`config.mk`:
```
export PLATFORM = sky130hd
export DESIGN_NAME = spi_tx_word_framer
export DESIGN_NICKNAME = d
export VERILOG_FILES = /design/src/rtl/spi_tx_word_framer.sv
export SDC_FILE = /design/constraint.sdc
export NUM_CORES = 1
export LEC_CHECK = 0
export ABC_AREA = 1
export CORE_MARGIN = 2
export CORE_UTILIZATION = 30
export CTS_CLUSTER_SIZE = 40
export DETAILED_ROUTE_END_ITERATION = 10
export PLACE_DENSITY = 0.49
export SKIP_CTS_REPAIR_TIMING = 1
export SLEW_MARGIN = 20
export SYNTH_ARGS = -nofsm -noshare
export SYNTH_HDL_FRONTEND = slang
export SYNTH_SLANG_ARGS = --single-unit
export TNS_END_PERCENT = 1
```
`constraint.sdc`:
```
create_clock -name i_Clk -period 5.6 [get_ports i_Clk]
set_input_delay 1.12 -clock i_Clk [delete_from_list [all_inputs] [get_ports i_Clk]]
set_output_delay 1.12 -clock i_Clk [all_outputs]
set_load 0.01 [all_outputs]
```
`src/rtl/spi_tx_word_framer.sv`:
```
// SPI transmit word framer: takes 32-bit (WORD_BYTES-byte) response words
// from the control logic and presents them MSB first, one byte per SPI byte
// boundary, to the byte interface. Two word slots (cur/nxt) let the producer
// queue the next word while the current one is shifting out. A mid-word end
// of frame (SS rising) drops the partial word.
module spi_tx_word_framer #(
  parameter int         WORD_BYTES = 4,
  parameter logic [7:0] IDLE_BYTE  = 8'h00
) (
  input  logic                    i_Clk,
  input  logic                    i_Rst_L,
  input  logic                    i_SS_n,
  input  logic                    i_Byte_Done,
  input  logic                    i_Word_Valid,
  input  logic [8*WORD_BYTES-1:0] i_Word,
  output logic                    o_Word_Ready,
  output logic [7:0]              o_TX_Byte,
  output logic                    o_Busy,
  output logic                    o_Underrun,
  output logic                    o_Abort,
  output logic [15:0]             o_Words_Sent
);

  localparam int W     = 8 * WORD_BYTES;
  localparam int IDX_W = (WORD_BYTES > 2) ? 2 : 1;
  localparam logic [IDX_W-1:0] LAST_IDX = IDX_W'(WORD_BYTES - 1);

  typedef enum logic {EMPTY, ACTIVE} state_t;

  state_t           state, state_d;
  logic [W-1:0]     cur_word, cur_word_d;
  logic [W-1:0]     nxt_word, nxt_word_d;
  logic             nxt_valid, nxt_valid_d;
  logic             cur_valid_d;
  logic [IDX_W-1:0] byte_idx, byte_idx_d;
  logic [15:0]      words_sent_d;
  logic             underrun_d, abort_d;
  logic [W-1:0]     shifted;
  logic [7:0]       tx_byte_d;
  logic             ss_meta, ss_sync, ss_prev;
  logic             frame_end, accept;

  assign frame_end = ss_sync & ~ss_prev;
  assign accept    = i_Word_Valid & o_Word_Ready;

  // Two-flop synchroniser on slave select plus a delay flop for edge detection.
  always_ff @(posedge i_Clk) begin
    if (!i_Rst_L) begin
      ss_meta <= 1'b1;
      ss_sync <= 1'b1;
      ss_prev <= 1'b1;
    end else begin
      ss_meta <= i_SS_n;
      ss_sync <= ss_meta;
      ss_prev <= ss_sync;
    end
  end

  // Next-state logic: byte completion first, then frame-end abort on the
  // resulting index, then the producer's accept into whichever slot is free.
  always_comb begin
    cur_valid_d  = (state == ACTIVE);
    cur_word_d   = cur_word;
    nxt_word_d   = nxt_word;
    nxt_valid_d  = nxt_valid;
    byte_idx_d   = byte_idx;
    words_sent_d = o_Words_Sent;
    underrun_d   = 1'b0;
    abort_d      = 1'b0;

    if (i_Byte_Done) begin
      if (!cur_valid_d) begin
        underrun_d = 1'b1;
      end else if (byte_idx_d != LAST_IDX) begin
        byte_idx_d = byte_idx_d + 1'b1;
      end else begin
        words_sent_d = o_Words_Sent + 16'd1;
        byte_idx_d   = '0;
        if (nxt_valid_d) begin
          cur_word_d  = nxt_word_d;
          nxt_valid_d = 1'b0;
        end else begin
          cur_valid_d = 1'b0;
        end
      end
    end

    if (frame_end && (byte_idx_d != '0)) begin
      abort_d    = 1'b1;
      byte_idx_d = '0;
      if (nxt_valid_d) begin
        cur_word_d  = nxt_word_d;
        nxt_valid_d = 1'b0;
      end else begin
        cur_valid_d = 1'b0;
      end
    end

    if (accept) begin
      if (!cur_valid_d) begin
        cur_word_d  = i_Word;
        cur_valid_d = 1'b1;
      end else begin
        nxt_word_d  = i_Word;
        nxt_valid_d = 1'b1;
      end
    end

    state_d   = cur_valid_d ? ACTIVE : EMPTY;
    shifted   = cur_word_d << {byte_idx_d, 3'b000};
    tx_byte_d = cur_valid_d ? shifted[W-1 -: 8] : IDLE_BYTE;
  end

  // State, slot storage and all registered outputs.
  always_ff @(posedge i_Clk) begin
    if (!i_Rst_L) begin
      state        <= EMPTY;
      cur_word     <= '0;
      nxt_word     <= '0;
      nxt_valid    <= 1'b0;
      byte_idx     <= '0;
      o_Word_Ready <= 1'b1;
      o_TX_Byte    <= IDLE_BYTE;
      o_Busy       <= 1'b0;
      o_Underrun   <= 1'b0;
      o_Abort      <= 1'b0;
      o_Words_Sent <= 16'd0;
    end else begin
      state        <= state_d;
      cur_word     <= cur_word_d;
      nxt_word     <= nxt_word_d;
      nxt_valid    <= nxt_valid_d;
      byte_idx     <= byte_idx_d;
      o_Word_Ready <= ~nxt_valid_d;
      o_TX_Byte    <= tx_byte_d;
      o_Busy       <= cur_valid_d;
      o_Underrun   <= underrun_d;
      o_Abort      <= abort_d;
      o_Words_Sent <= words_sent_d;
    end
  end

endmodule

```
# After elaboration in Yosys (flattened, before gate mapping)
# Index checks and enable logic that the tools add are counted.
dict set report totals {
  reg_bits 99
}
dict set report classes {
  addsub 2
  eq_ne 1
  shifts 1
  mux 28
  n_bitwise 5
  reduce_logical 6
}
# op n
set ops {}
lappend ops {{2-to-1 mux 32 bit} 8}
lappend ops {{left shift 32 x 5 -> 32 bit} 1}
lappend ops {{adder 16 x 1 -> 16 bit, second input constant} 1}
lappend ops {{2-to-1 mux 1 bit} 16}
lappend ops {{2-to-1 mux 2 bit} 4}
lappend ops {{AND reduction 2 bit} 3}
lappend ops {{NOT 1 bit} 3}
lappend ops {{AND reduction 3 bit} 1}
lappend ops {{adder 2 x 1 -> 2 bit, second input constant} 1}
lappend ops {{bitwise AND 1 bit} 2}
lappend ops {{inequality test 2 bit, second input constant} 1}
lappend ops {{nonzero test 2 bit} 1}
lappend ops {{logical AND 1 bit} 1}

# Longest topological paths before layout
dict set report depth {
  ltp_word 10
  depth_mapped 16
}

# Worst setup path after synthesis
# No wires, ideal clock.
dict set report synth_path {
  path_kind {input port to flip-flop}
  startpoint {in i_Byte_Done}
  endpoint {reg o_TX_Byte[0]}
  setup_ps 123
  arrival_ps 2305
  required_ps 5477
  setup_slack_ps 3172
  cell_stages 14
  path_cell_list {nand2_2 inv_2 nand2_1 nand2_2 nand2_4 nand3_4 nand2_4 nand2_4 buf_6 or2_1 nand2_1 nand2_1 nand3_1 a21oi_1}
}
dict set report synth_between {
  elab_chain_cells 7
  elab_cells_between_ends 16
}
# element line_no
set synth_lines {}
lappend synth_lines {{from (decl)} 13} ;# input logic i_Byte_Done,
lappend synth_lines {{2-to-1 mux 2 bit} 71} ;# if (i_Byte_Done) begin
lappend synth_lines {{nonzero test 2 bit} 88} ;# if (frame_end && (byte_idx_d != '0)) begin
lappend synth_lines {{logical AND 1 bit} 88}
lappend synth_lines {{2-to-1 mux 32 bit / 2-to-1 mux 1 bit (equally long branches)} 88}
lappend synth_lines {{2-to-1 mux 32 bit} 100} ;# if (!cur_valid_d) begin
lappend synth_lines {{2-to-1 mux 32 bit} 99} ;# if (accept) begin
lappend synth_lines {{left shift 32 x 5 -> 32 bit} 110} ;# shifted = cur_word_d << {byte_idx_d, 3'b000};
lappend synth_lines {{to (signal assigned)} 135} ;# o_TX_Byte <= tx_byte_d;
lappend synth_lines {{to (decl)} 17} ;# output logic [7:0] o_TX_Byte,
# Parallel ways exist; a longest one is shown, timed or not.
# A chain may end at the register's enable or synchronous reset.

# Final worst setup path
dict set report layout_path {
  startpoint {in i_Byte_Done}
  endpoint {reg o_TX_Byte[6]}
}
# Same word-level chain as after synthesis.

==> results.py <==
metrics = {
    "setup_path": {
        "worstReg2RegEnd": "o_TX_Byte[6]",
        "worstSetupStartpoint": "i_Byte_Done",
        "crit_chain": "clkdlybuf4s50_1 > nand2_2 > nand2_1 > nand2_2 > nand2_4 > nand3_4 > nand2_2 > nand2_1 > nand3_1 > o21ai_0 > nand2_1 > nand2_1 > a21oi_1",
        "timing.critical_path.buf_inv": 1,
        "launch_instance_of_the_worst_register_to_register_path": "byte_idx[0]",
        "path_max_fanout": 33,
        "critPathKind": "in -> reg",
        "crit_path_start_kind": "input pin",
        "slowest_stage": "sky130_fd_sc_hd__nand2_2",
        "worst_r2r_path_depth": 14,
        "cpLargestDelayFamily": "simple AND/OR/NAND/NOR gates",
        "cpMostUsedCell": "sky130_fd_sc_hd__nand2_1",
        "timing.critical_path.required_ps": 5880,
        "worst_ep_arrival_time_ps": 3810,
        "reg2reg_setup_slack_ps": 2880,
        "critical-path-max-stage-delay_ps": 690,
        "end_kind": "register",
    },
    "synthesis": {
        "synth_xor_xnor_area_share_pct": 0.592,
        "seq_area_frac_synth_pct": 44.2,
        "netlist_top_cells_count": "sky130_fd_sc_hd__nand2_1 (138), sky130_fd_sc_hd__nand3_1 (106), sky130_fd_sc_hd__dfxtp_1 (98)",
        "share_of_synthesized_cell_area_in_and_or_nand_and_nor_gates_pct": 35.1,
        "dominant_combinational_cell_family_by_area_after_synthesis": "simple AND/OR/NAND/NOR gates",
        "synthesized_nets": 650,
        "synth.ff_latch_count": 98,
        "synth_largest_area_cell": "sky130_fd_sc_hd__dfxtp_1",
        "synthesis.area_um2": 4440,
        "yosys_warn_count": 0,
        "yosys.cell_count.top_type": "sky130_fd_sc_hd__nand2_1",
        "synth_mux_area_share_pct": 0,
        "yosys.area_share.adder_pct": 0.845,
        "postSynthAreaPerCell_um2": 7.28,
        "ys_top_cells_by_area": "sky130_fd_sc_hd__dfxtp_1 (44%), sky130_fd_sc_hd__nand3_1 (12%), sky130_fd_sc_hd__nand2_1 (12%), sky130_fd_sc_hd__a21oi_1 (7.3%), sky130_fd_sc_hd__inv_1 (4.1%)",
        "synth_top_area_share_pct": 44.2,
        "yosysUniqueCellTypes": 34,
        "synth_enable_flop_cells": 0,
        "synthCells": 610,
        "synth-compound-area-share_pct": 10.6,
        "synth_async_sr_flop_share_pct": 0,
        "synthFlopType": "sky130_fd_sc_hd__dfxtp_1",
    },
    "min_path": {
        "worstHoldPathCells": 1,
        "startpoint_of_the_lowest_slack_hold_path": "ss_meta",
        "hold-path-endpoint": "ss_sync",
        "holdCritPathClass": "reg -> reg",
    },
    "sta": {
        "layout_worst_path_cycle_share_pct": 63.2,
        "unrepaired_setup_endpoints_after_global_routing": "no",
        "clock-skew-final_ps": 6.30,
        "number_of_pins_exceeding_their_max_slew_limit_in_the_final_report": 0,
        "period_minus_slack_ps": 3540,
        "clock.fmax_mhz": 283,
        "timing.max_slew.rel_slack_pct": 43.1,
        "final_hold_viol_count": 0,
        "fin_worst_hold_slack_ps": 415,
        "setup-tns-final_ps": 0,
        "post-route-worst-setup-slack_ps": 2060,
        "report.final.setup_viol": 0,
        "worst_pin_slew_ps": 850,
    },
    "pwr": {
        "finalPower_mw": 1.62,
        "power.density_nw_per_um2": 298,
        "static-leakage-power_nw": 2.17,
        "ir_drop_mv": 0.164,
    },
    "clocking": {
        "worst_skew_pair.late_latency_ps": 350,
        "clock_buffers_created_by_tritoncts": 9,
        "htree_levels": 3,
        "tritoncts_num_sinks": 98,
        "clk_path_buf_depth": 2,
        "clockRootBuffer": "sky130_fd_sc_hd__clkbuf_16",
        "clk_transition_reported_paths_ps": 60,
        "tritoncts": "yes",
    },
    "floorplanning": {
        "num_rows": 44,
        "boundaryPins": 65,
        "die_area_um2": 15800,
        "floorplan.die.width_um": 126,
        "fp.dieH_um": 126,
        "initial_core_util_pct": 30.7,
        "placeableCoreArea_um2": 14500,
    },
    "global_route": {
        "globalRouteOverflowTotal": 0,
        "via_count_of_the_first_global_routing_pass": 3847,
        "antenna_found_initial": 0,
        "pin_count_of_the_biggest_net_entering_global_routing": 47,
        "grtUsageTotal_pct": 15.9,
        "grt_pass1_wl_um": 20100,
    },
    "route": {
        "drt_pre_antenna_iters": 4,
        "drc": 0,
        "route.detailed.vias_per_inst": 4.79,
        "drtIter0Drc": 227,
        "final_antenna_net_count": 0,
        "postRouteWirelength_um": 12300,
        "vias": 4036,
        "detail_route.wl_per_cell_um": 14.6,
    },
    "finish": {
        "n_antenna_cell": 0,
        "num-nets-final": 695,
        "area_delta_synth_final_pct": 22.7,
        "final_layout_size_suffix_gt1_share_pct": 6.53,
    },
    "status": {
        "run_status": "completed",
    },
    "placement": {
        "dp_hpwl_um": 7840,
        "place_worst_setup_slack_ps": 1660,
        "place_congestion": 0.751,
        "port-buffer-count": 64,
    },
    "flow_run": {
        "max_cap_violations": 0,
    },
}
[power by group]
part,switching (mW),total (mW),internal (mW)
Clock,0.265,0.622,0.357
Sequential,0.0142,0.754,0.739
Combinational,0.150,0.247,0.0969
[cell families after synthesis]
family | after synthesis
and+or+nand+nor | 327
buffers and inverters | 88
xor gates and xnor gates | 3
adders and majority gates | 3
DFF | 98
AOI/OAI and AO/OA | 91
[final cells by class]
class / instances / area, um^2
clock buffer: 13 / 250
clock inverter: 2 / 37.5
fill: 1544 / 9030
inverter: 54 / 205
multi-input combinational: 424 / 2090
sequential: 98 / 1960
tap: 184 / 230
timing repair buffer: 68 / 671
[placed cells by master (no fill, tap or decap), types with 2 or more instances in the layout]
cell type	instances
sky130_fd_sc_hd__xor2_1	2
sky130_fd_sc_hd__inv_1	47
sky130_fd_sc_hd__nand3_1	106
sky130_fd_sc_hd__nand2_2	5
sky130_fd_sc_hd__nand4_1	2
sky130_fd_sc_hd__nand3_4	2
sky130_fd_sc_hd__nand2_1	138
sky130_fd_sc_hd__clkbuf_16	9
sky130_fd_sc_hd__o21ai_0	21
sky130_fd_sc_hd__nor2_4	2
sky130_fd_sc_hd__or2_1	7
sky130_fd_sc_hd__o21a_1	2
sky130_fd_sc_hd__nor3_1	4
sky130_fd_sc_hd__nand2_4	3
sky130_fd_sc_hd__clkbuf_1	3
sky130_fd_sc_hd__nand3b_1	14
sky130_fd_sc_hd__ha_1	3
sky130_fd_sc_hd__clkdlybuf4s50_1	64
sky130_fd_sc_hd__a21oi_1	65
sky130_fd_sc_hd__o21ai_2	2
sky130_fd_sc_hd__dfxtp_1	98
sky130_fd_sc_hd__nor2_1	35
sky130_fd_sc_hd__or2_2	2
sky130_fd_sc_hd__inv_2	4
sky130_fd_sc_hd__clkinv_1	2
sky130_fd_sc_hd__nor2_2	3
sky130_fd_sc_hd__buf_4	4
[layer usage]
layer  routed length [um]  part of all wire (%)  vias up  GRT usage, %
met5                    0                     0        -             0
met4                  178                   1.4        0          5.95
met3                  490                   4.0       12          2.85
met2                 5800                    47       82          25.3
met1                 5830                    47     1866          21.7
li1                     -                     -     2076             -
[flip-flops by register name, summed over array words and instances (netlist names)]
register      cells
byte_idx          2
cur_word         32
nxt_valid         1
nxt_word         32
o_Abort           1
o_Busy            1
o_TX_Byte         8
o_Underrun        1
o_Word_Ready      1
o_Words_Sent     16
ss_meta           1
ss_prev           1
ss_sync           1
[worst register-to-register path, delay by kind of cell (launching register included)]
family                   cells  cell delay (ps)
flip-flops                   1              330
buffers and inverters        1               50
AO/OA/AOI/OAI                2              290
AND/OR/NAND/NOR             10             1790
adder cells (fa/ha/maj)      1              210
[stage by stage]
stage               area (um^2)  util, %  instances
finish                     5450     37.6        843
global route               5450     37.6        843
detailed placement         5160     35.7        828
global placement           5160     35.7        828
floorplan                  4440        -        610
CTS                        5450     37.6        843
[worst max-delay path by stage]
stage | end | slack, ps | cells past startpoint
6_report | o_TX_Byte[6] | 2060 | 13
5_1_grt | o_TX_Byte[6] | 1820 | 13
2_1_floorplan | o_TX_Byte[0] | 3170 | 14
4_1_cts | o_TX_Byte[6] | 2030 | 13
3_5_place_dp | o_TX_Byte[6] | 1660 | 13
3_3_place_gp | o_TX_Byte[0] | 1690 | 13
No activity file was read; power rests on OpenSTA's default activity.
==> RTL change (same settings) <==
Take the reset off `o_Words_Sent` and load it in a clocked block of its own.
--- a/src/rtl/spi_tx_word_framer.sv
+++ b/src/rtl/spi_tx_word_framer.sv
@@ -125,5 +125,4 @@
       o_Underrun   <= 1'b0;
       o_Abort      <= 1'b0;
-      o_Words_Sent <= 16'd0;
     end else begin
       state        <= state_d;
@@ -137,6 +136,9 @@
       o_Underrun   <= underrun_d;
       o_Abort      <= abort_d;
-      o_Words_Sent <= words_sent_d;
     end
+  end
+
+  always_ff @(posedge i_Clk) begin
+    o_Words_Sent <= words_sent_d;
   end
 
Behaviour: not the same (Yosys sat finds a counterexample within 10 cycles, from zero or initial values and one cycle with i_Rst_L low; the reset may be asserted at any time).
==> RTL change against the original RTL <==
- synthesized cell count fell by 7.9%
- worst hold slack got worse by 0.0028 ns
- maximum frequency rose by 4.1%
- final area rose by 0.67%
- clock skew fell by 0.0019 ns
- area after synthesis fell by 0.20%
- utilization rose by 0.25 points
- worst setup slack improved by 0.14 ns
- sequential cell count did not move
- die area fell by 0.19%
- total power rose by 2.5%
- wire length fell by 4.3%
- critical path type unchanged
- largest power group unchanged
==> RTL change: results (changes against the original RTL) <==
- ANT cells: 0 (unchanged)
- Ranking of synthesized cells by area: dfxtp_1 (37%), edfxtp_1 (11%), nand3_1 (10%), nand2_1 (9.6%), a21oi_1 (7.3%)
- CTS H-tree depth: 3 (unchanged)
- Inst Count DP: 785 (-5.2%)
- Drt first pass iters: 5 (+1)
- CTS Buf Count: 9 (unchanged)
- CP arrival: 3.66 ns (-0.15 ns)
- Compound-cell area share of the yosys netlist: 10.8% (+0.19 points)
- Clk slew on worst S/H paths: 0.06 ns (about the same)
- Worst Skew: 0.00441 ns (-0.00189 ns)
- Sw Ratio: 25.1% (-1.3 points)
- Crit-path max FO: 34 (+3.0%)
- Worst-skew pair later-pin latency: 0.34 ns
- Fin Setup TNS: 0 ns (unchanged)
- Yosys Warn Count: 0 (unchanged)
- Post-Synth XOR/XNOR Area: 2.77% (+2.2 points)
- Nets: 652 (-6.2%)
- Seq/Total Area, Yosys: 47.9% (+3.7 points)
- Leading registers by flop count: cur_word x32, nxt_word x32, o_Words_Sent x16
- Post-DP HPWL: 7.64 mm (-2.6%)
- GPL Wtd Cong: 0.782 (+4.2%)
- Vias: 3830 (-5.1%)
- DP Worst Slack: 1.85 ns (+0.181 ns)
- Vias per cell: 4.78 (-0.13%)
- Initial antenna violation count: 0 (unchanged)
- Async SR Flop Fraction: 0% (unchanged)
- Share of layout cells above drive strength 1: 6.97% (+0.44 points)
- Syn avg cell area: 7.89 µm² (+8.3%)
- EDFF count, synth: 16 (+16)
- Worst relative slew slack: 36.2% (-7.0 points)
- Net count after synthesis: 602 (-7.4%)
- Max IR drop VDD: 0.139 mV (-15%)
- Placed instance area: 5170 µm² (+0.12%)
- Adder-cell share of the synthesized area: 0.847% (+0.0017 points)
- Initial DRC Count: 268 (+18%)
- Status: completed
- Leakage power: 2.18 nW (+0.46%)
- Largest net degree at the start of global routing: 57 (+21%)
- Synth top cells by count: nand2_1 (113), nand3_1 (92), dfxtp_1 (82)
- WL per Instance: 14.7 µm (+0.70%)
- Global-route wire length before repair: 19.4 mm (-3.2%)
- All-Layer GR Usage: 15.3% (-0.61 points)
- Netlist cell types: 30 (-12%)
-- RTL change: cell type report --
cell class	instances	area, µm²
Fill cell	1488	8990
Sequential cell	98	2120
Multi-Input combinational cell	377	1920
Timing Repair Buffer	69	678
Clock buffer	15	288
Tap cell	184	230
Inverter	57	216
Clock inverter	1	30.0
-- RTL change: path summary, 6_finish.rpt --
check | from | to | slack [ns] | depth (start not counted)
max | i_Byte_Done | o_TX_Byte[0] | 2.20 | 13
min reg2reg | ss_meta | ss_sync | 0.41 | 1
max reg2reg | byte_idx[0] | o_TX_Byte[0] | 2.98 | 12
min | ss_meta | ss_sync | 0.41 | 1
-- RTL change: layer usage --
metal / track usage [%] / vias up / wire [µm]
met5: 0 / - / 0
met4: 5.82 / 0 / 161
met3: 2.44 / 12 / 416
met2: 24.3 / 90 / 5430
met1: 21.0 / 1779 / 5760
li1: - / 1949 / -
-- RTL change: power by group through the flow --
stage	registers, W	clock network [W]	logic, W
finish	0.000769	0.000659	0.000234
global route	0.000773	0.000705	0.000264
CTS	0.000769	0.000675	0.000237
detailed placement	0.000785	0	0.000235
global placement	0.000785	0	0.000234
floorplan	0.000784	0	0.000149
-- RTL change: worst max-delay path: stages --
cell and delay (ns):
clkdlybuf4s50_1 0.51, nand2_2 0.11, nand2_1 0.10, o21ai_2 0.09, nand2_4 0.11, nand3_4 0.35
nand2_2 0.64, nand2_1 0.13, nand3_1 0.12, nand2_1 0.09, nand2_1 0.07, nand2_1 0.06
a21oi_1 0.16
-- RTL change: logic make-up after synthesis --
logic type / count (synthesis)
compound gates: 94
fa+ha+maj: 3
flops: 98
simple gates: 266
xor+xnor: 14
buf+inv: 87
